[config.mk]
export PLATFORM = sky130hd
export DESIGN_NAME = branch_hazard_ctrl
export DESIGN_NICKNAME = d
export VERILOG_FILES = /design/src/rtl/branch_hazard_ctrl.sv
export SDC_FILE = /design/constraint.sdc
export NUM_CORES = 1
export LEC_CHECK = 0
export CORE_MARGIN = 2
export CORE_UTILIZATION = 29
export DETAILED_ROUTE_END_ITERATION = 6
export HOLD_SLACK_MARGIN = 0.1
export PLACE_DENSITY = 0.82
export SLEW_MARGIN = 20
export SYNTH_ARGS = -nofsm -noshare
export SYNTH_HDL_FRONTEND = slang
export SYNTH_SLANG_ARGS = --single-unit
[constraint.sdc]
create_clock -name clk -period 2.1 [get_ports clk]
set_input_delay 0.42 -clock clk [delete_from_list [all_inputs] [get_ports clk]]
set_output_delay 0.42 -clock clk [all_outputs]
set_load 0.02 [all_outputs]
[src/rtl/branch_hazard_ctrl.sv]
`default_nettype none
// ============================================================================
// Module      : branch_hazard_ctrl
// Description : ID-stage branch/jump hazard controller: operand-dependency
//               stalls, same-cycle redirect/flush and optional statistics
//               (enabled by defining BRANCH_HAZARD_STATS_EN).
// Revision    : 1.0 - initial release
// ============================================================================
module branch_hazard_ctrl #(
  parameter int CNT_W = 32
) (
  input  logic             clk,
  input  logic             reset,
  input  logic             ID_Branch,
  input  logic             ID_Jump,
  input  logic             ID_JumpReg,
  input  logic             ID_UsesRt,
  input  logic [4:0]       ID_Rs,
  input  logic [4:0]       ID_Rt,
  input  logic             EX_RegWrite,
  input  logic             EX_MemRead,
  input  logic [4:0]       EX_WriteAddr,
  input  logic             MEM_RegWrite,
  input  logic             MEM_MemRead,
  input  logic [4:0]       MEM_WriteAddr,
  input  logic             BranchHazard,
  input  logic             ExtStall,
  output logic             PC_Stall,
  output logic             IFID_Stall,
  output logic             IDEX_Bubble,
  output logic             IFID_Flush,
  output logic             PC_Redirect,
  output logic [CNT_W-1:0] TakenCount,
  output logic [CNT_W-1:0] StallCount
);

  localparam logic [1:0] ST_IDLE    = 2'd0;
  localparam logic [1:0] ST_STALL1  = 2'd1;
  localparam logic [1:0] ST_RESOLVE = 2'd2;

  logic [1:0] state_q;
  logic [1:0] state_d;

  logic needs_ops;
  logic dep_ex;
  logic dep_mem;
  logic load_use;
  logic alu_dep;
  logic resolve_now;
  logic stall;
  logic redirect;

  // Only conditional branches compare Rt; jr/jalr read Rs alone.
  assign needs_ops = ID_Branch | (ID_Jump & ID_JumpReg);

  assign dep_ex  = EX_RegWrite & (EX_WriteAddr != 5'd0) &
                   ((EX_WriteAddr == ID_Rs) |
                    (ID_Branch & ID_UsesRt & (EX_WriteAddr == ID_Rt)));

  assign dep_mem = MEM_RegWrite & MEM_MemRead & (MEM_WriteAddr != 5'd0) &
                   ((MEM_WriteAddr == ID_Rs) |
                    (ID_Branch & ID_UsesRt & (MEM_WriteAddr == ID_Rt)));

  assign load_use    = needs_ops & dep_ex & EX_MemRead;
  assign alu_dep     = needs_ops & ((dep_ex & ~EX_MemRead) | dep_mem);
  assign resolve_now = (ID_Branch & BranchHazard) | ID_Jump;

  always_ff @(posedge clk or posedge reset) begin
    if (reset) begin
      state_q <= ST_IDLE;
    end else begin
      state_q <= state_d;
    end
  end

  always_comb begin
    state_d = state_q;
    if (!ExtStall) begin
      case (state_q)
        ST_IDLE: begin
          if (load_use) begin
            state_d = ST_STALL1;
          end else if (alu_dep) begin
            state_d = ST_RESOLVE;
          end else begin
            state_d = ST_IDLE;
          end
        end
        ST_STALL1:  state_d = ST_RESOLVE;
        ST_RESOLVE: state_d = ST_IDLE;
        default:    state_d = ST_IDLE;
      endcase
    end
  end

  always_comb begin
    stall    = 1'b0;
    redirect = 1'b0;
    case (state_q)
      ST_IDLE: begin
        if (load_use | alu_dep) begin
          stall = 1'b1;
        end else begin
          redirect = resolve_now;
        end
      end
      ST_STALL1:  stall    = 1'b1;
      ST_RESOLVE: redirect = resolve_now;
      default: begin
        stall    = 1'b0;
        redirect = 1'b0;
      end
    endcase
    // A global freeze or reset overrides every hazard decision.
    if (reset || ExtStall) begin
      stall    = 1'b0;
      redirect = 1'b0;
    end
  end

  assign PC_Stall    = stall;
  assign IFID_Stall  = stall;
  assign IDEX_Bubble = stall;
  assign IFID_Flush  = redirect;
  assign PC_Redirect = redirect;

`ifdef BRANCH_HAZARD_STATS_EN
  logic [CNT_W-1:0] taken_q;
  logic [CNT_W-1:0] taken_d;
  logic [CNT_W-1:0] stall_cnt_q;
  logic [CNT_W-1:0] stall_cnt_d;

  always_comb begin
    taken_d     = taken_q + {{(CNT_W-1){1'b0}}, redirect};
    stall_cnt_d = stall_cnt_q + {{(CNT_W-1){1'b0}}, stall};
  end

  always_ff @(posedge clk or posedge reset) begin
    if (reset) begin
      taken_q     <= '0;
      stall_cnt_q <= '0;
    end else begin
      taken_q     <= taken_d;
      stall_cnt_q <= stall_cnt_d;
    end
  end

  assign TakenCount = taken_q;
  assign StallCount = stall_cnt_q;
`else
  assign TakenCount = '0;
  assign StallCount = '0;
`endif

endmodule
`default_nettype wire

; Word-level counts from Yosys, hierarchy flattened
; Index checks and enable logic that the tools add are counted.
[word_totals]
ff_bits = 2
output_inout_bits = 69
elab_cells = 41
[op_classes]
n_eq_ne = 6
mux = 9
bitwise = 21
reduce_logical = 4
[ops]
columns = operator, count
row1 = 5-bit equality test, 4
row2 = 1-bit bitwise AND, 14
row3 = 5-bit nonzero test, 2
row4 = 1-bit bitwise OR, 6
row5 = 1-bit 2-to-1 mux, 4
row6 = 2-bit 2-to-1 mux, 2
row7 = 1-bit one-hot mux with 2 select lines, 2
row8 = 2-bit one-hot mux with 2 select lines, 1
row9 = "2-bit by 1-bit equality test with 1-bit output, second input constant", 1
row10 = "2-bit equality test, second input constant", 1
row11 = 2-bit logical NOT, 1
row12 = 1-bit logical OR, 1
row13 = 1-bit inverter, 1

; Depth between registers and ports, before layout
; Gate-level depths: netlist (run 1).
[depth]
ltp_word = 11
mapped_depth = 6
depth_no_buf = 5

; Worst setup path before layout (run 1)
; Ideal clock, no wire load.
[synth_path]
path_type = input port to output port
from = in EX_WriteAddr[3]
to = out IFID_Stall
arrival_time_ns = 2.051
path_slack_ns = -0.371
cell_stages = 6
n_path_buf = 1
path_cell_list = xor2_1 -> nor4_2 -> a22oi_1 -> o22a_1 -> o21ai_0 -> buf_4
[synth_via]
elab_chain_len = 11
elab_cells_between_ends = 16
classes_between = eq/ne: 2 / mux: 3 / bitwise: 10 / reduce/logical: 1
[synth_lines]
columns = element, line
row1 = "start, declared", 22  ; input logic [4:0] EX_WriteAddr,
row2 = 5-bit equality test, 58  ; (ID_Branch & ID_UsesRt & (EX_WriteAddr == ID_Rt)));
row3 = 1-bit bitwise AND, 58
row4 = 1-bit bitwise OR, 57  ; ((EX_WriteAddr == ID_Rs) |
row5 = 1-bit bitwise AND (*), 56  ; assign dep_ex = EX_RegWrite & (EX_WriteAddr != 5'd0) &
row6 = 1-bit bitwise AND, 65  ; assign alu_dep = needs_ops & ((dep_ex & ~EX_MemRead) | dep_mem);
row7 = 1-bit bitwise OR, 65
row8 = 1-bit bitwise AND, 65
row9 = 1-bit bitwise OR (*), 101  ; if (load_use | alu_dep) begin
row10 = 1-bit 2-to-1 mux (*), 101
row11 = 1-bit one-hot mux with 2 select lines (*), 99  ; case (state_q)
row12 = 1-bit 2-to-1 mux (*), 115  ; if (reset || ExtStall) begin
row13 = "end, declared", 29  ; output logic IFID_Stall,
; Mark *: on every way between the ends. The rest lies on a longest branch, timed or not.

; Worst setup path after layout (run 1)
[layout_path]
from = in MEM_WriteAddr[1]
to = out PC_Redirect
[layout_via]
elab_chain_len = 10
elab_cells_between_ends = 13
classes_between = eq/ne: 2 / mux: 3 / bitwise: 7 / reduce/logical: 1
[layout_lines]
columns = element, line
row1 = "start, declared", 25  ; input logic [4:0] MEM_WriteAddr,
row2 = 5-bit equality test, 62  ; (ID_Branch & ID_UsesRt & (MEM_WriteAddr == ID_Rt)));
row3 = 1-bit bitwise AND, 62
row4 = 1-bit bitwise OR, 61  ; ((MEM_WriteAddr == ID_Rs) |
row5 = 1-bit bitwise AND (*), 60  ; assign dep_mem = MEM_RegWrite & MEM_MemRead & (MEM_WriteAddr != 5'd0) &
row6 = 1-bit bitwise OR (*), 65
row7 = 1-bit bitwise AND (*), 65
row8 = 1-bit bitwise OR (*), 101
row9 = 1-bit 2-to-1 mux (*), 101
row10 = 1-bit one-hot mux with 2 select lines (*), 99
row11 = 1-bit 2-to-1 mux (*), 115
row12 = "end, declared", 32  ; output logic PC_Redirect,
; Marks and branches as above.

==> metrics.yaml, run 1 <==
yosys_register_bits: 2
post-route-period-util_pct: 108.1
grt_remaining_overflow: 0
cts_sinks: 2
finalSetupViolCount: 5
avgRoutedWirePerCell_um: 9.073
insertion_delay_ps: 230
drv_slew: 0
drt-vias-per-instance: 3.594
die_area_mm2: 0.003739
placed_cell_area_mm2: 0.001186
ys_types: 23
max_cap_viol_count: 0
cts_hold_buffers: 0
fmax_mhz: 440.3
finalWeightedCongestion: 0.7935
failed_checks: "negative setup slack"
cp.required_ps: 1680
regMostFlops: "state_q"
cp-end-kind: "output pin"
first_global_vias: 621
dr_total_vias: 787
cts_tree: "yes"
drc_errors: 0
synthArstFlopShare_pct: 100.0
critPathArrivalTime_ps: 1850
antenna_found_initial: 0
yosys_warnings: 0
syn_to_final_growth_pct: 27.74
die_height_um: 61.15
path_clk_slew_ps: 30
slowest_delay_ps: 520
grt_pass1_wl_mm: 2.594
powerDensity_mw_per_mm2: 314.8
syn_inst: 125
hp-class: "in2async"
htreeDepth: 1
grt_max_degree: 6
syn_area_um2: 947.2
synth-edff-count: 0
path_class: "in2out"
first_pass_iters: 4
die_w_um: 61.15
track_usage_pct: 9.440
antenna_left: 0
yosysSeqAreaShare_pct: 5.284
crit_path_frequent_cell: "buf_6"
crit_path_max_fanout: 3
synth-main-ff-cell: "dfrtp_1"
finalCoreUtilization_pct: 39.31
status: "complete, but fails checks"
drive_gt1_share_pct: 25.71
largest_reg_flops: 2
clock_path_buffers: 2
reg.largest.list: "state_q: 2 flops"
coreArea_mm2: 0.003078
rsz0062_at_grt: "yes"
syn_avg_cell_area_um2: 7.577
fin_ws_ps: -171.1
diodes: 0
p_leak_nw: 0.6267
path_cells: "buf_6, or4_4, o211ai_1, o22a_1, o31a_1, buf_6"
start_kind: "primary input"
initial_core_util_pct: 30.77
cts_buffers: 3
finClkSkew_ps: 0.2350
drt_iter0_markers: 16
drt-total-wl_mm: 1.987
cts_root_buf: "clkbuf_4"
fin_crit_ps: 2271
cpMaxStageDelayCell: "or4_4"
fin_nets: 209
final_cell_area_mm2: 0.001210
port_buffers: 36
ir_drop_mv: 0.09147
dp_hpwl_mm: 1.663
finalHoldViolations: 0
rows: 20
io_pins: 101
==> power breakdown <==
group | switching, mW | internal, mW | total (mW) | leakage [nW]
clock | 0.0257 | 0.0634 | 0.0891 | 0.0138
combinational | 0.167 | 0.0846 | 0.251 | 0.585
sequential | 0.000862 | 0.0395 | 0.0403 | 0.0279
total | 0.193 | 0.187 | 0.381 | 0.627
==> stage by stage <==
stage | power [mW] | TNS, ps | setup WS (ps) | hold WS (ps) | std cells
CTS | 0.3803 | -849.8 | -173.9 | 408.0 | 218
finish | 0.3809 | -845.3 | -171.1 | 409.1 | 219
detailed placement | 0.2940 | -5010 | -1029 | 556.0 | 212
global placement | 0.2915 | -4637 | -986.1 | 552.5 | 212
global route | 0.4103 | -1195 | -243.3 | 429.8 | 219
floorplan | 0.2859 | -123.5 | -83.51 | 161.2 | 188
==> layout make-up <==
class / instances / area [µm²]
clock buffers: 3 / 22.52
fillers: 358 / 1868
inverters: 2 / 7.507
multi-input cells: 117 / 655.6
flip-flops and latches: 2 / 50.05
well taps: 44 / 55.05
repair buffers: 51 / 419.2
==> routing by layer <==
layer | GRT usage [%] | part of all wire (%)
met5 | 0 | 0
met4 | 4.658 | 0
met3 | 1.681 | 12
met2 | 18.84 | 57
met1 | 9.068 | 32
==> final timing paths <==
check | cells after the start | endpoint | slack [ps] | start
max in group asynchronous | 2 | state_q[1] | 1580 | reset
min reg2reg | 2 | state_q[0] | 580 | state_q[0]
min | 2 | state_q[0] | 410 | reset
min in group clk | 2 | state_q[0] | 580 | state_q[0]
max | 6 | PC_Redirect | -170 | MEM_WriteAddr[1]
max reg2reg | 4 | state_q[0] | 900 | state_q[0]
==> logic make-up (layout without fill, tap and decap cells) <==
logic type      after synthesis  in the layout  share of synthesized area, %
buf+inv                      69             56                         53.90
xor+xnor                     20             20                         18.49
simple gates                 20             20                         11.36
compound gates               13             13                         10.57
flops                         2              2                         5.284
other cells                   1             64                        0.3959
==> cells in the mapped netlist (2+ instances only) <==
cell,count,share of area (%)
a21oi_1,3,1.6
a22oi_1,2,1.6
buf_4,67,53
dfrtp_1,2,5.3
inv_1,2,0.79
nand2_1,3,1.2
nand2b_1,2,1.3
nor2_1,6,2.4
nor3_1,3,1.6
nor4_1,2,1.3
or4_1,2,1.6
xor2_1,20,18
==> repair_timing <==
item | 4_1_cts | 5_1_grt
setup buffers | 3 | 1
endpoints found under the hold margin | 0 | 0
gates resized for setup | 96 | 3
pin swaps | 16 | 1
setup endpoints to repair | 5 | 5
==> worst max-delay path, delay by kind of cell <==
kind | cells | cell delay, ps
AOI/OAI and AO/OA | 3 | 670
buffers and inverters | 2 | 240
and+or+nand+nor | 1 | 520
==> cells in the final DEF (no fill, tap or decap), types with 2 or more instances in the layout <==
master	n
conb_1	64
buf_2	10
nand2_1	2
xor2_1	20
dlygate4sd2_1	6
nor3_1	2
inv_1	2
clkdlybuf4s15_1	3
buf_6	6
nor4_2	2
buf_4	15
or4_4	2
dfrtp_1	2
a21oi_1	3
nand2b_1	2
clkbuf_4	3
clkdlybuf4s50_1	9
nor2_1	6
a22oi_1	2
No activity file was read; power rests on OpenSTA's default activity.
==> run 2: changes to the inputs <==
==> constraint.sdc (replaced) <==
create_clock -name clk -period 2.1 [get_ports clk]
set_input_delay 0.42 -clock clk [delete_from_list [all_inputs] [get_ports clk]]
set_output_delay 0.42 -clock clk [all_outputs]
set_load 0.1 [all_outputs]
==> metrics.yaml, run 2 (synthesized netlist as in run 1, its figures left out) <==
status: "complete, but fails checks"
failed_checks: "negative setup slack"
first_global_vias: 633  # +1.9%
clockPowerShare_pct: 10.6  # -13 points
rows: 20  # unchanged
finalCoreUtilization_pct: 40.98  # +1.7 points
largest_reg_flops: 2  # unchanged
power_frac_comb_pct: 84.2  # +18 points
critPathArrivalTime_ps: 1950  # +100 ps
drt-total-wl_mm: 1.907  # -4.0%
initial_core_util_pct: 30.77  # unchanged
track_usage_pct: 8.969  # -0.47 points
powerDensity_mw_per_mm2: 627.5  # +99%
finalWeightedCongestion: 0.8231  # +3.7%
r2r_start: "state_q[1]"
die_w_um: 61.15  # unchanged
drive_gt1_share_pct: 23.26  # -2.5 points
fin_nets: 206  # -1.4%
fin_ws_ps: -271.6  # -100.4 ps
layout_commonest_cell: "conb_1"
drc_errors: 0  # unchanged
power.total_mw: 0.7914  # +110%
final_cell_mix: "64 x conb_1, 19 x xor2_1, 11 x buf_4"
final_cells: 216  # -1.4%
n_fill_cell: 317  # -11%
final_cell_area_mm2: 0.001261  # +4.2%
drt-vias-per-instance: 3.560  # -0.93%
grt_remaining_overflow: 0  # unchanged
whs_ps: 430.0  # +20.92 ps
port_buffers: 36  # unchanged
fmax_mhz: 421.7  # -4.2%
r2r_cells: 4  # unchanged
power_switching_mw: 0.5977  # +210%
reg.largest.list: "state_q: 2 flops"
power_frac_seq_pct: 5.1  # -5.5 points
internal-power_mw: 0.1937  # +3.3%
dp_hpwl_mm: 1.688  # +1.5%
cp-end-kind: "output pin"
htreeDepth: 1  # unchanged
cts_buffers: 3  # unchanged
path_clk_slew_ps: 30  # about the same
dp_cells: 212  # unchanged
coreArea_mm2: 0.003078  # unchanged
grt_max_degree: 6  # unchanged
die_height_um: 61.15  # unchanged
dr_total_vias: 769  # -2.3%
placed_cell_area_mm2: 0.001252  # +5.6%
first_pass_iters: 4  # unchanged
finClkSkew_ps: 1.817  # +1.582 ps
clock_path_buffers: 2  # unchanged
max_cap_viol_count: 0  # unchanged
rsz0062_at_grt: "yes"
reg2reg_slack_ps: 810  # -90 ps
regMostFlops: "state_q"
finalHoldViolations: 0  # unchanged
io_pins: 101  # unchanged
antenna_left: 0  # unchanged
finalSetupViolCount: 5  # unchanged
drv_slew: 0  # unchanged
grt_pass1_wl_mm: 2.580  # -0.54%
cp.required_ps: 1680  # about the same
insertion_delay_ps: 220  # about the same
ir_drop_mv: 0.2888  # +220%
cts_tree: "yes"
cts_hold_buffers: 0  # unchanged
avgRoutedWirePerCell_um: 8.829  # -2.7%
antenna_found_initial: 0  # unchanged
syn_to_final_growth_pct: 33.16
drt_iter0_markers: 5  # -11
fin_crit_ps: 2372  # +100.4 ps
cts_sinks: 2  # unchanged
hp-class: "in2async"
post-route-period-util_pct: 112.9  # +4.8 points
r2r-end: "state_q[0]"
cts_root_buf: "clkbuf_4"
path_class: "in2out"
p_leak_nw: 0.6300  # +0.52%
crit_path_max_fanout: 3  # unchanged
die_area_mm2: 0.003739  # unchanged
diodes: 0  # unchanged
start_kind: "primary input"
switching_share_pct: 75.52  # +25 points
run 2: layer usage:
metal  track usage, %  up-vias  wire, µm
met5                0        -         0
li1                 -      373         -
met4            3.106        0        27
met3           0.8403        2       199
met2            17.63       50      1041
met1            9.836      344       639
run 2: area by class of cell:
cell class / count / area [µm²] / share of cell area (%)
tap: 44 / 55.05 / 4.365
timing repair buffer: 48 / 467.9 / 37.10
multi-input combinational: 117 / 658.1 / 52.18
clock buffer: 3 / 22.52 / 1.786
inverter: 2 / 7.507 / 0.5952
sequential: 2 / 50.05 / 3.968
run 2: how the worst max path moves through the flow:
stage	slack, ps	to	cells after the start	start
detailed placement	-590	IFID_Flush	7	MEM_WriteAddr[2]
floorplan	-440	IFID_Stall	6	EX_WriteAddr[3]
global route	-340	IFID_Flush	8	ID_Rt[2]
finish	-270	IFID_Flush	8	ID_Rt[2]
global placement	-580	IFID_Flush	7	MEM_WriteAddr[2]
CTS	-290	IFID_Flush	8	ID_Rt[2]
run 2: power by group through the flow:
| stage | Clock (mW) | Sequential [mW] | Combinational [mW] |
|---|---|---|---|
| floorplan | 0 | 0.0406 | 0.661 |
| global placement | 0 | 0.0408 | 0.670 |
| detailed placement | 0 | 0.0409 | 0.672 |
| CTS | 0.0880 | 0.0404 | 0.664 |
| global route | 0.0867 | 0.0406 | 0.688 |
| finish | 0.0843 | 0.0405 | 0.667 |
run 2: critical path, stage by stage:
cell,delay (ps)
buf_6,90
buf_6,100
xor2_2,140
nor4_2,280
a22oi_1,130
o22a_2,290
o31a_4,310
buf_12,170
run 2: timing repair:
item	CTS	global route
endpoints found under the hold margin	0	0
buffers inserted	1	0
gates resized for setup	57	3
setup endpoints to repair	5	5
pin swaps	12	5
run 2: stage by stage:
stage | setup slack, ps | TNS (ps)
finish | -271.6 | -1307
global route | -342.3 | -1670
CTS | -291.2 | -1245
detailed placement | -592.5 | -3100
global placement | -580.1 | -2997
floorplan | -439.6 | -1351
==> run 3: changes to the inputs <==
- GPL_TIMING_DRIVEN: unset -> 0
==> metrics.yaml, run 3 (synthesized netlist as in run 1, its figures left out) <==
final_cells: 280  # +30%
dp_hpwl_mm: 2.052  # +22%
insertion_delay_ps: 230  # about the same
first_pass_iters: 4  # unchanged
antenna_left: 0  # unchanged
cts_root_buf: "clkbuf_4"
port_buffers: 36  # unchanged
critPathTopFamily: "compound AO/OA/AOI/OAI gates"
die_w_um: 61.15  # unchanged
cts_hold_buffers: 0  # unchanged
failed_checks: "negative setup slack"
drt-vias-per-instance: 3.414  # -4.1%
slowest_delay_ps: 530  # +220 ps
status: "complete, but fails checks"
finalWeightedCongestion: 0.7291  # -11%
drv_slew: 0  # unchanged
hp-class: "in2async"
coreArea_mm2: 0.003078  # unchanged
regMostFlops: "state_q"
cpMaxStageDelayCell: "or4_4"
whs_ps: 416.2  # -13.77 ps
die_area_mm2: 0.003739  # unchanged
grt_pass1_wl_mm: 3.836  # +49%
path_clk_slew_ps: 30  # about the same
clock_path_buffers: 2  # unchanged
path_class: "in2out"
layout_commonest_cell: "buf_4"
finClkSkew_ps: 4.524  # +2.707 ps
finalHoldViolations: 0  # unchanged
critPathArrivalTime_ps: 1950  # about the same
cts_tree: "yes"
dr_total_vias: 956  # +24%
syn_to_final_growth_pct: 95.77
track_usage_pct: 13.71  # +4.7 points
diodes: 0  # unchanged
finalCoreUtilization_pct: 60.24  # +19 points
reg2reg_slack_ps: 850  # +40 ps
fin_tns_setup_ps: -1180  # +127.0 ps
max_cap_viol_count: 0  # unchanged
grt_remaining_overflow: 0  # unchanged
fin_nets: 270  # +31%
drive_gt1_share_pct: 50.00  # +27 points
die_height_um: 61.15  # unchanged
ir_drop_mv: 0.2877  # -0.39%
initial_core_util_pct: 30.77  # unchanged
powerDensity_mw_per_mm2: 495.1  # -21%
final_cell_mix: "69 x buf_4, 64 x conb_1, 17 x xor2_1"
cts_sinks: 2  # unchanged
rsz0062_at_grt: "yes"
p_leak_nw: 1.011  # +60%
grt_max_degree: 7  # +1
largest_reg_flops: 2  # unchanged
path_cells: "buf_2, or4_4, o21ai_2, o22a_2, o31a_4, buf_6, buf_12"
avgRoutedWirePerCell_um: 9.450  # +7.0%
dp_cells: 268  # +26%
fmax_mhz: 421.8  # about the same
fin_crit_ps: 2371  # -0.8860 ps
first_global_vias: 881  # +39%
crit_path_max_fanout: 3  # unchanged
antenna_found_initial: 0  # unchanged
crit_buf_inv: 3  # unchanged
io_pins: 101  # unchanged
cts_buffers: 3  # unchanged
r2r_cells: 4  # unchanged
drc_errors: 0  # unchanged
finalSetupViolCount: 5  # unchanged
drt_iter0_markers: 34  # +29
htreeDepth: 1  # unchanged
cp.required_ps: 1680  # about the same
r2r_start: "state_q[1]"
reg.largest.list: "state_q: 2 flops"
rows: 20  # unchanged
power.total_mw: 0.9181  # +16%
post-route-period-util_pct: 112.9  # about the same
placed_cell_area_mm2: 0.001652  # +32%
dpl_worst_slack_ps: -1652  # -1060 ps
drt-total-wl_mm: 2.646  # +39%
r2r-end: "state_q[0]"
fin_ws_ps: -270.7  # +0.8860 ps
final_cell_area_mm2: 0.001854  # +47%
start_kind: "primary input"
cp-end-kind: "output pin"
==> run 3: cell types whose count changed in the layout (fill, tap and decap cells not counted), sizes merged <==
cell           previous run  this run
clkdlybuf4s50            10         9
clkbuf                    4         3
clkdlybuf4s15             8         3
buf                      24        97
dlygate4sd2               5         3
==> run 3: how the worst max path moves through the flow <==
stage                     slack [ps]          end             start  depth (start not counted)
after floorplan                 -440   IFID_Stall   EX_WriteAddr[3]                          6
after global placement         -1620   IFID_Stall   EX_WriteAddr[3]                          8
after detailed placement       -1650     PC_Stall   EX_WriteAddr[3]                          8
after CTS                       -350  PC_Redirect          ID_Rt[2]                          8
after global routing            -340  PC_Redirect  MEM_WriteAddr[0]                          8
final                           -270  PC_Redirect   EX_WriteAddr[1]                          7
==> run 3: routing by layer <==
metal	vias to the layer above	part of all wire [%]	global-route usage [%]
met1	392	32	14.12
met3	2	10	2.101
li1	503	-	-
met2	59	58	27.96
met5	-	0	0
met4	0	0.30	3.727
==> run 3: what timing repair did <==
action                                  in CTS  in global routing
pin swaps                                   16                  9
endpoints found under the setup margin       5                  7
resized for setup                          134                 16
endpoints found under the hold margin        0                  0
buffers inserted                            11                  1
==> run 3: area by class of cell <==
class                           count  area [µm²]
Buffer                             67       531.8
Inverter                            2       7.507
Fill cell                         275        1224
Sequential cell                     2       50.05
Multi-Input combinational cell    117       738.2
Tap cell                           44       55.05
Timing Repair Buffer               45       449.2
Clock buffer                        3       22.52
==> run 3: where the power goes <==
group	internal (mW)	switching, mW	total (mW)
logic	0.180	0.609	0.789
registers	0.0395	0.000987	0.0405
clock network	0.0633	0.0253	0.0887
